$ cat src/rtl/nonl_antilog_seq.sv
// nonl_antilog_seq: turns one packed vector of Q5.12 log2-magnitude terms back
// into signed linear fixed-point values. Terms are pushed one per cycle through
// a shared two-stage antilog datapath. The finished vector is returned over a
// valid/ready handshake.
module nonl_antilog_seq #(
    parameter int Q_ORD     = 7,
    parameter int LOG_WIDTH = 17,
    parameter int LOG_QP    = 12,
    parameter int OUT_WIDTH = 16,
    parameter int OUT_QP    = 12
) (
    input  logic                         clk,
    input  logic                         reset,
    input  logic                         in_valid,
    output logic                         in_ready,
    input  logic [Q_ORD*LOG_WIDTH-1:0]   log_in_packed,
    input  logic [Q_ORD-1:0]             sign_in_packed,
    input  logic [Q_ORD-1:0]             valid_in_packed,
    output logic                         out_valid,
    input  logic                         out_ready,
    output logic [Q_ORD*OUT_WIDTH-1:0]   lin_out_packed,
    output logic [Q_ORD-1:0]             sat_packed
);

    // Exponent is the signed integer part of the log term; the mantissa carries
    // the hidden leading one.
    localparam int EXP_W  = LOG_WIDTH - LOG_QP;
    localparam int MANT_W = LOG_QP + 1;
    // Wide enough for the largest left shift of the mantissa with no loss and
    // for the rounding constant of the largest right shift.
    localparam int MAG_W  = MANT_W + (2 ** (EXP_W - 1));
    localparam int K_W    = $clog2(Q_ORD + 1);

    localparam logic [K_W-1:0]       K_END    = K_W'(Q_ORD);
    localparam logic [K_W-1:0]       K_LAST   = K_W'(Q_ORD - 1);
    localparam logic [MAG_W-1:0]     MAG_MAX  = MAG_W'((2 ** (OUT_WIDTH - 1)) - 1);
    localparam logic [OUT_WIDTH-1:0] OUT_MAX  = OUT_WIDTH'((2 ** (OUT_WIDTH - 1)) - 1);

    typedef enum logic [1:0] {
        ST_IDLE = 2'd0,
        ST_RUN  = 2'd1,
        ST_DONE = 2'd2
    } state_t;

    // Unsigned magnitude of 2^(e + frac): left shift for e >= 0, rounded
    // (half up) right shift for e < 0.
    function automatic logic [MAG_W-1:0] antilog_mag(
        input logic [EXP_W-1:0]  e,
        input logic [MANT_W-1:0] m
    );
        logic [MAG_W-1:0] mw;
        logic [MAG_W-1:0] rnd;
        logic [EXP_W-1:0] sh;
        mw = MAG_W'(m);
        if (!e[EXP_W-1]) begin
            antilog_mag = mw << e;
        end else begin
            sh  = ~e + EXP_W'(1);
            rnd = MAG_W'(1) << (sh - EXP_W'(1));
            antilog_mag = (mw + rnd) >> sh;
        end
    endfunction

    state_t                       state_q,   state_d;
    logic [Q_ORD*LOG_WIDTH-1:0]   log_q,     log_d;
    logic [Q_ORD-1:0]             sign_q,    sign_d;
    logic [Q_ORD-1:0]             valid_q,   valid_d;
    logic [K_W-1:0]               k_q,       k_d;
    logic                         s1_vld_q,  s1_vld_d;
    logic [EXP_W-1:0]             s1_e_q,    s1_e_d;
    logic [MANT_W-1:0]            s1_m_q,    s1_m_d;
    logic                         s1_sign_q, s1_sign_d;
    logic                         s1_tv_q,   s1_tv_d;
    logic [K_W-1:0]               s1_idx_q,  s1_idx_d;
    logic [Q_ORD*OUT_WIDTH-1:0]   lin_q,     lin_d;
    logic [Q_ORD-1:0]             sat_q,     sat_d;

    logic [MAG_W-1:0]             mag_s;
    logic [OUT_WIDTH-1:0]         lane_mag_s;
    logic [OUT_WIDTH-1:0]         lane_val_s;
    logic                         lane_sat_s;

    assign in_ready       = (state_q == ST_IDLE);
    assign out_valid      = (state_q == ST_DONE);
    assign lin_out_packed = lin_q;
    assign sat_packed     = sat_q;

    // Stage 2: magnitude, saturation, sign and term-valid masking of the term held in stage 1.
    always_comb begin
        mag_s      = antilog_mag(s1_e_q, s1_m_q);
        lane_mag_s = {OUT_WIDTH{1'b0}};
        lane_sat_s = 1'b0;
        if (!s1_tv_q) begin
            lane_mag_s = {OUT_WIDTH{1'b0}};
            lane_sat_s = 1'b0;
        end else if (mag_s > MAG_MAX) begin
            lane_mag_s = OUT_MAX;
            lane_sat_s = 1'b1;
        end else begin
            lane_mag_s = mag_s[OUT_WIDTH-1:0];
            lane_sat_s = 1'b0;
        end
        if (s1_sign_q) begin
            lane_val_s = ~lane_mag_s + OUT_WIDTH'(1);
        end else begin
            lane_val_s = lane_mag_s;
        end
    end

    // Next-state logic: handshake FSM, term issue into stage 1, lane write-back from stage 2.
    always_comb begin
        state_d   = state_q;
        log_d     = log_q;
        sign_d    = sign_q;
        valid_d   = valid_q;
        k_d       = k_q;
        s1_vld_d  = s1_vld_q;
        s1_e_d    = s1_e_q;
        s1_m_d    = s1_m_q;
        s1_sign_d = s1_sign_q;
        s1_tv_d   = s1_tv_q;
        s1_idx_d  = s1_idx_q;
        lin_d     = lin_q;
        sat_d     = sat_q;
        case (state_q)
            ST_IDLE: begin
                if (in_valid) begin
                    log_d    = log_in_packed;
                    sign_d   = sign_in_packed;
                    valid_d  = valid_in_packed;
                    k_d      = {K_W{1'b0}};
                    s1_vld_d = 1'b0;
                    state_d  = ST_RUN;
                end else begin
                    state_d  = ST_IDLE;
                end
            end
            ST_RUN: begin
                if (k_q != K_END) begin
                    s1_vld_d  = 1'b1;
                    s1_e_d    = log_q[k_q*LOG_WIDTH + LOG_QP +: EXP_W];
                    s1_m_d    = {1'b1, log_q[k_q*LOG_WIDTH +: LOG_QP]};
                    s1_sign_d = sign_q[k_q];
                    s1_tv_d   = valid_q[k_q];
                    s1_idx_d  = k_q;
                    k_d       = k_q + K_W'(1);
                end else begin
                    s1_vld_d  = 1'b0;
                end
                if (s1_vld_q) begin
                    lin_d[s1_idx_q*OUT_WIDTH +: OUT_WIDTH] = lane_val_s;
                    sat_d[s1_idx_q] = lane_sat_s;
                    if (s1_idx_q == K_LAST) begin
                        state_d = ST_DONE;
                    end else begin
                        state_d = ST_RUN;
                    end
                end else begin
                    state_d = ST_RUN;
                end
            end
            ST_DONE: begin
                if (out_ready) begin
                    state_d = ST_IDLE;
                end else begin
                    state_d = ST_DONE;
                end
            end
            default: begin
                state_d  = ST_IDLE;
                k_d      = {K_W{1'b0}};
                s1_vld_d = 1'b0;
            end
        endcase
    end

    // State and datapath registers; reset discards any partial vector and clears the outputs.
    always_ff @(posedge clk or negedge reset) begin
        if (!reset) begin
            state_q   <= ST_IDLE;
            log_q     <= {(Q_ORD*LOG_WIDTH){1'b0}};
            sign_q    <= {Q_ORD{1'b0}};
            valid_q   <= {Q_ORD{1'b0}};
            k_q       <= {K_W{1'b0}};
            s1_vld_q  <= 1'b0;
            s1_e_q    <= {EXP_W{1'b0}};
            s1_m_q    <= {MANT_W{1'b0}};
            s1_sign_q <= 1'b0;
            s1_tv_q   <= 1'b0;
            s1_idx_q  <= {K_W{1'b0}};
            lin_q     <= {(Q_ORD*OUT_WIDTH){1'b0}};
            sat_q     <= {Q_ORD{1'b0}};
        end else begin
            state_q   <= state_d;
            log_q     <= log_d;
            sign_q    <= sign_d;
            valid_q   <= valid_d;
            k_q       <= k_d;
            s1_vld_q  <= s1_vld_d;
            s1_e_q    <= s1_e_d;
            s1_m_q    <= s1_m_d;
            s1_sign_q <= s1_sign_d;
            s1_tv_q   <= s1_tv_d;
            s1_idx_q  <= s1_idx_d;
            lin_q     <= lin_d;
            sat_q     <= sat_d;
        end
    end

endmodule

$ cat config.mk
export PLATFORM = sky130hd
export DESIGN_NAME = nonl_antilog_seq
export DESIGN_NICKNAME = d
export VERILOG_FILES = /design/src/rtl/nonl_antilog_seq.sv
export SDC_FILE = /design/constraint.sdc
export NUM_CORES = 1
export LEC_CHECK = 0
export CORE_MARGIN = 5
export CORE_UTILIZATION = 25
export CTS_CLUSTER_SIZE = 10
export DETAILED_ROUTE_END_ITERATION = 10
export PLACE_DENSITY = 0.4
export SLEW_MARGIN = 25
export SYNTH_ARGS = -nofsm -noshare
export SYNTH_HDL_FRONTEND = slang
export SYNTH_SLANG_ARGS = --single-unit
$ cat constraint.sdc
create_clock -name clk -period 21.5 [get_ports clk]
set_clock_uncertainty 0.2 [all_clocks]
set_input_delay 2.15 -clock clk [delete_from_list [all_inputs] [get_ports clk]]
set_output_delay 2.15 -clock clk [all_outputs]
set_load 0.1 [all_outputs]
==> results.md <==
- Outcome: completed
- Io pins: 258
- Synth Area in Adders: 2.19%
- Vias in the first global route: 14,100
- Row count: 93
- CP endpoint kind: flip-flop
- Synthesis Warnings: 0
- Final net count: 1,980
- Fmax: about 0.11 GHz
- Final wirelength: 60,400 µm
- Post-synthesis cell type count: just over 90
- Post-synth ARST share: 100%
- Sequential cell area fraction in the yosys report: 43.1%
- Worst hold path class: reg2reg
- Post-synthesis xor/xnor area fraction: less than 1%
- Kind of critical path: reg2reg
- Post-Synthesis Cell Area: 0.0163 mm²
- Clock tree from TritonCTS: built
- Final HPWL DP: 45,000 µm
- Dominant cell type by area after synthesis: dfrtp_1
- Post-CTS Hold Buffers: 0
- Top FF cell, synth: dfrtp_1
- Pin count of the biggest net entering global routing: 81
- Initial antenna violation count: 14
- Pre-antenna DRT Iters: 6
- DR DRC count: 0
- Initial drt markers: 1,003
- Routability cong.: 0.891
- Final setup fails: 0
- Share of cells above drive strength 1: 16.7%
- Number of synthesized flops with an enable pin: 0
- Fin crit period: 9.14 ns
- H-Tree Depth: 2
- First-pass GRT wire length: between 90,000 and 100,000 µm
- Gr usage total: 16.6%
- Congestion Overflow GR: 0
- Routed length per placed instance: 22.5 µm
- Startpoint types: flip-flop
- Final Cycle Share: about 43%
- Mux contribution to synthesized area: between 10% and 20%
- Fillers: 6,687
- Initial Utilization: 25.3%
- Largest family of logic cells by synthesized area: compound AO/OA/AOI/OAI gates
- Syn_nets: 1,777
- Slew HR: roughly a quarter
- Count of buffers from port buffering: 257
- Post-CTS setup buffer count: 0
- Via density: around 5.2
- Clock buffers created by TritonCTS: 35
- Post-synth top area share: 43.1%
- Number of synthesized register bits: 281
- Simple-Gate Fraction of Synth Area: between 10 and 15%
- Final Max Tran Viols: 0
- Max_cap viols: 0
- Area Growth Syn to Fin: 26.8%
- Mapped Avg Cell Area: 10.1 µm²
- Post-synthesis compound-gate area fraction: 18.0%
- Worst Path Required: 21.74 ns
- Sink Count: 281
- Post-route ant nets: 0
- Worst-path clk slew: about 0.050 ns
- Core ar.: ~0.065 mm²
- Clk_lat worst skew: between 0.5 and 0.6 ns
- Fin. Hold Viols: 0
- Die Y: about 270 µm
- CTS-repair resized insts: 0
- Post-Syn Instances: between 1,500 and 2,000
- WP data arrival: 9.38 ns
- Via count: 13,900
- Clk buf depth: 3
- Die Span X: 266 µm
- Tightest Pin Transition: 1.11 ns
- Unrepaired setup endpoints after global routing: no
- Synth area leaders: dfrtp_1 43%, mux2_2 12%, nand2_1 4.3%
- Die footprint: 0.0705 mm²
- Setup TNS: 0 ns
- Worst-path fanout max: 32
- Root buffer cell: clkbuf_16
-- cells in the mapped netlist (9+ instances only) --
master	number
dfrtp_1	281
nand2_1	185
mux2_2	167
o21ai_0	117
nor2_1	86
clkbuf_1	85
a21oi_1	52
mux2i_1	46
o211ai_1	40
nor3_1	38
a22o_1	32
inv_1	29
ha_1	27
nand3_1	25
mux4_2	23
a211oi_1	22
o31ai_1	21
and3_1	18
and2_1	17
nor4_1	17
nand4_1	16
o22ai_1	13
or3_1	13
buf_1	12
a31oi_1	11
buf_2	11
nand2b_1	11
nor2b_1	11
or4_1	11
a21o_1	9
a31o_2	9
-- cell families (layout without fill, tap and decap cells) --
group           Yosys count  after routing
simple gates            488            488
compound gates          422            422
flops                   281            281
mux                     236            236
buf+inv                 141            354
fa+ha+maj                28             28
xor+xnor                 16             16
other cells               0              5
-- worst paths after layout --
kind	from	endpoint	slack, ns	cells past startpoint
max in group asynchronous	reset	s1_e_q[0]	16.80	4
min in group asynchronous	reset	lin_out_packed[63]	1.38	1
setup / recovery	s1_e_q[0]	lin_out_packed[6]	12.36	23
hold reg to reg	lin_out_packed[31]	lin_out_packed[31]	0.27	2
setup reg to reg	s1_e_q[0]	lin_out_packed[6]	12.36	23
hold / removal	lin_out_packed[31]	lin_out_packed[31]	0.27	2
-- flip-flops by register name, indices dropped and copies added, names as in the netlist --
| register | flops |
|---|---|
| s1_vld_q | 1 |
| k_q | 3 |
| s1_idx_q | 3 |
| valid_q | 7 |
| s1_tv_q | 1 |
| s1_e_q | 5 |
| sat_packed | 7 |
| sign_q | 7 |
| log_q | 119 |
| s1_m_q | 13 |
| state_q | 2 |
| lin_out_packed | 112 |
| s1_sign_q | 1 |
-- worst max-delay path: stages (launching register included) --
cell and delay [ns]:
dfrtp_2 0.39, inv_1 0.61, ha_2 0.57, buf_4 0.41, or3b_1 0.45, o2111a_1 0.21, nor3_2 0.72, nand2_1 0.38
nor2_1 0.18, ha_1 0.36, a21oi_2 0.26, o211ai_1 0.23, a221oi_1 0.88, o221ai_1 0.20, a221oi_1 0.49, o311a_1 0.23
o22ai_1 0.16, or2_2 0.34, inv_1 0.12, ha_1 0.18, o211ai_1 0.20, o31ai_1 0.36, xor2_1 0.63, mux2_2 0.27
-- metal layers --
| layer | track usage, % | up-vias | share of wire, % |
|---|---|---|---|
| li1 | - | 6472 | - |
| met1 | 21.7 | 6885 | 42 |
| met2 | 27.0 | 409 | 47 |
| met3 | 4.84 | 96 | 7.4 |
| met4 | 4.83 | 20 | 2.8 |
| met5 | 0 | - | 0.24 |
-- metrics by stage --
step	hold slack, ns	cell area, µm²	utilization [%]	setup slack [ns]	cells
2_1_floorplan	0.265	16300	-	14.08	1612
3_5_place_dp	0.267	19700	30.5	12.45	2633
3_3_place_gp	0.263	19700	30.5	12.72	2633
5_1_grt	0.310	20700	32.0	11.86	2681
4_1_cts	0.280	20700	32.0	12.43	2680
6_report	0.272	20700	32.1	12.36	2685
-- placed cells by master, fill, tap and decap left out, drive strengths merged, types with 11 or more instances in the layout --
| master | synthesis | final |
|---|---|---|
| nor2b | 11 | 11 |
| or3 | 14 | 14 |
| nand2 | 185 | 185 |
| a22o | 32 | 32 |
| o21ai | 125 | 125 |
| mux2 | 167 | 167 |
| dfrtp | 281 | 281 |
| o31ai | 23 | 23 |
| ha | 27 | 27 |
| nor2 | 86 | 86 |
| a211oi | 22 | 22 |
| nand2b | 11 | 11 |
| nand4 | 16 | 16 |
| buf | 26 | 21 |
| mux2i | 46 | 46 |
| a31oi | 11 | 11 |
| inv | 29 | 30 |
| nor3 | 43 | 43 |
| o22ai | 13 | 13 |
| a21oi | 53 | 53 |
| and3 | 18 | 18 |
| or4 | 11 | 11 |
| and2 | 17 | 17 |
| clkdlybuf4s50 | 0 | 256 |
| nand3 | 25 | 25 |
| o211ai | 40 | 40 |
| mux4 | 23 | 23 |
| nor4 | 19 | 19 |
| clkbuf | 85 | 44 |
-- final cells by class --
class                      count  area (µm²)  share of cell area (%)
antenna                        5        12.5                  0.0604
inverter                      30         113                   0.544
multi-input combinational   1190        8770                    42.4
timing repair buffer         277        2730                    13.2
clock buffer                  44         930                    4.49
tap                          855        1070                    5.17
clock inverter                 3        46.3                   0.224
sequential                   281        7040                    34.0
Power is not shown: default switching activity piles up to over one toggle a cycle in this logic, so the estimate is an artifact.
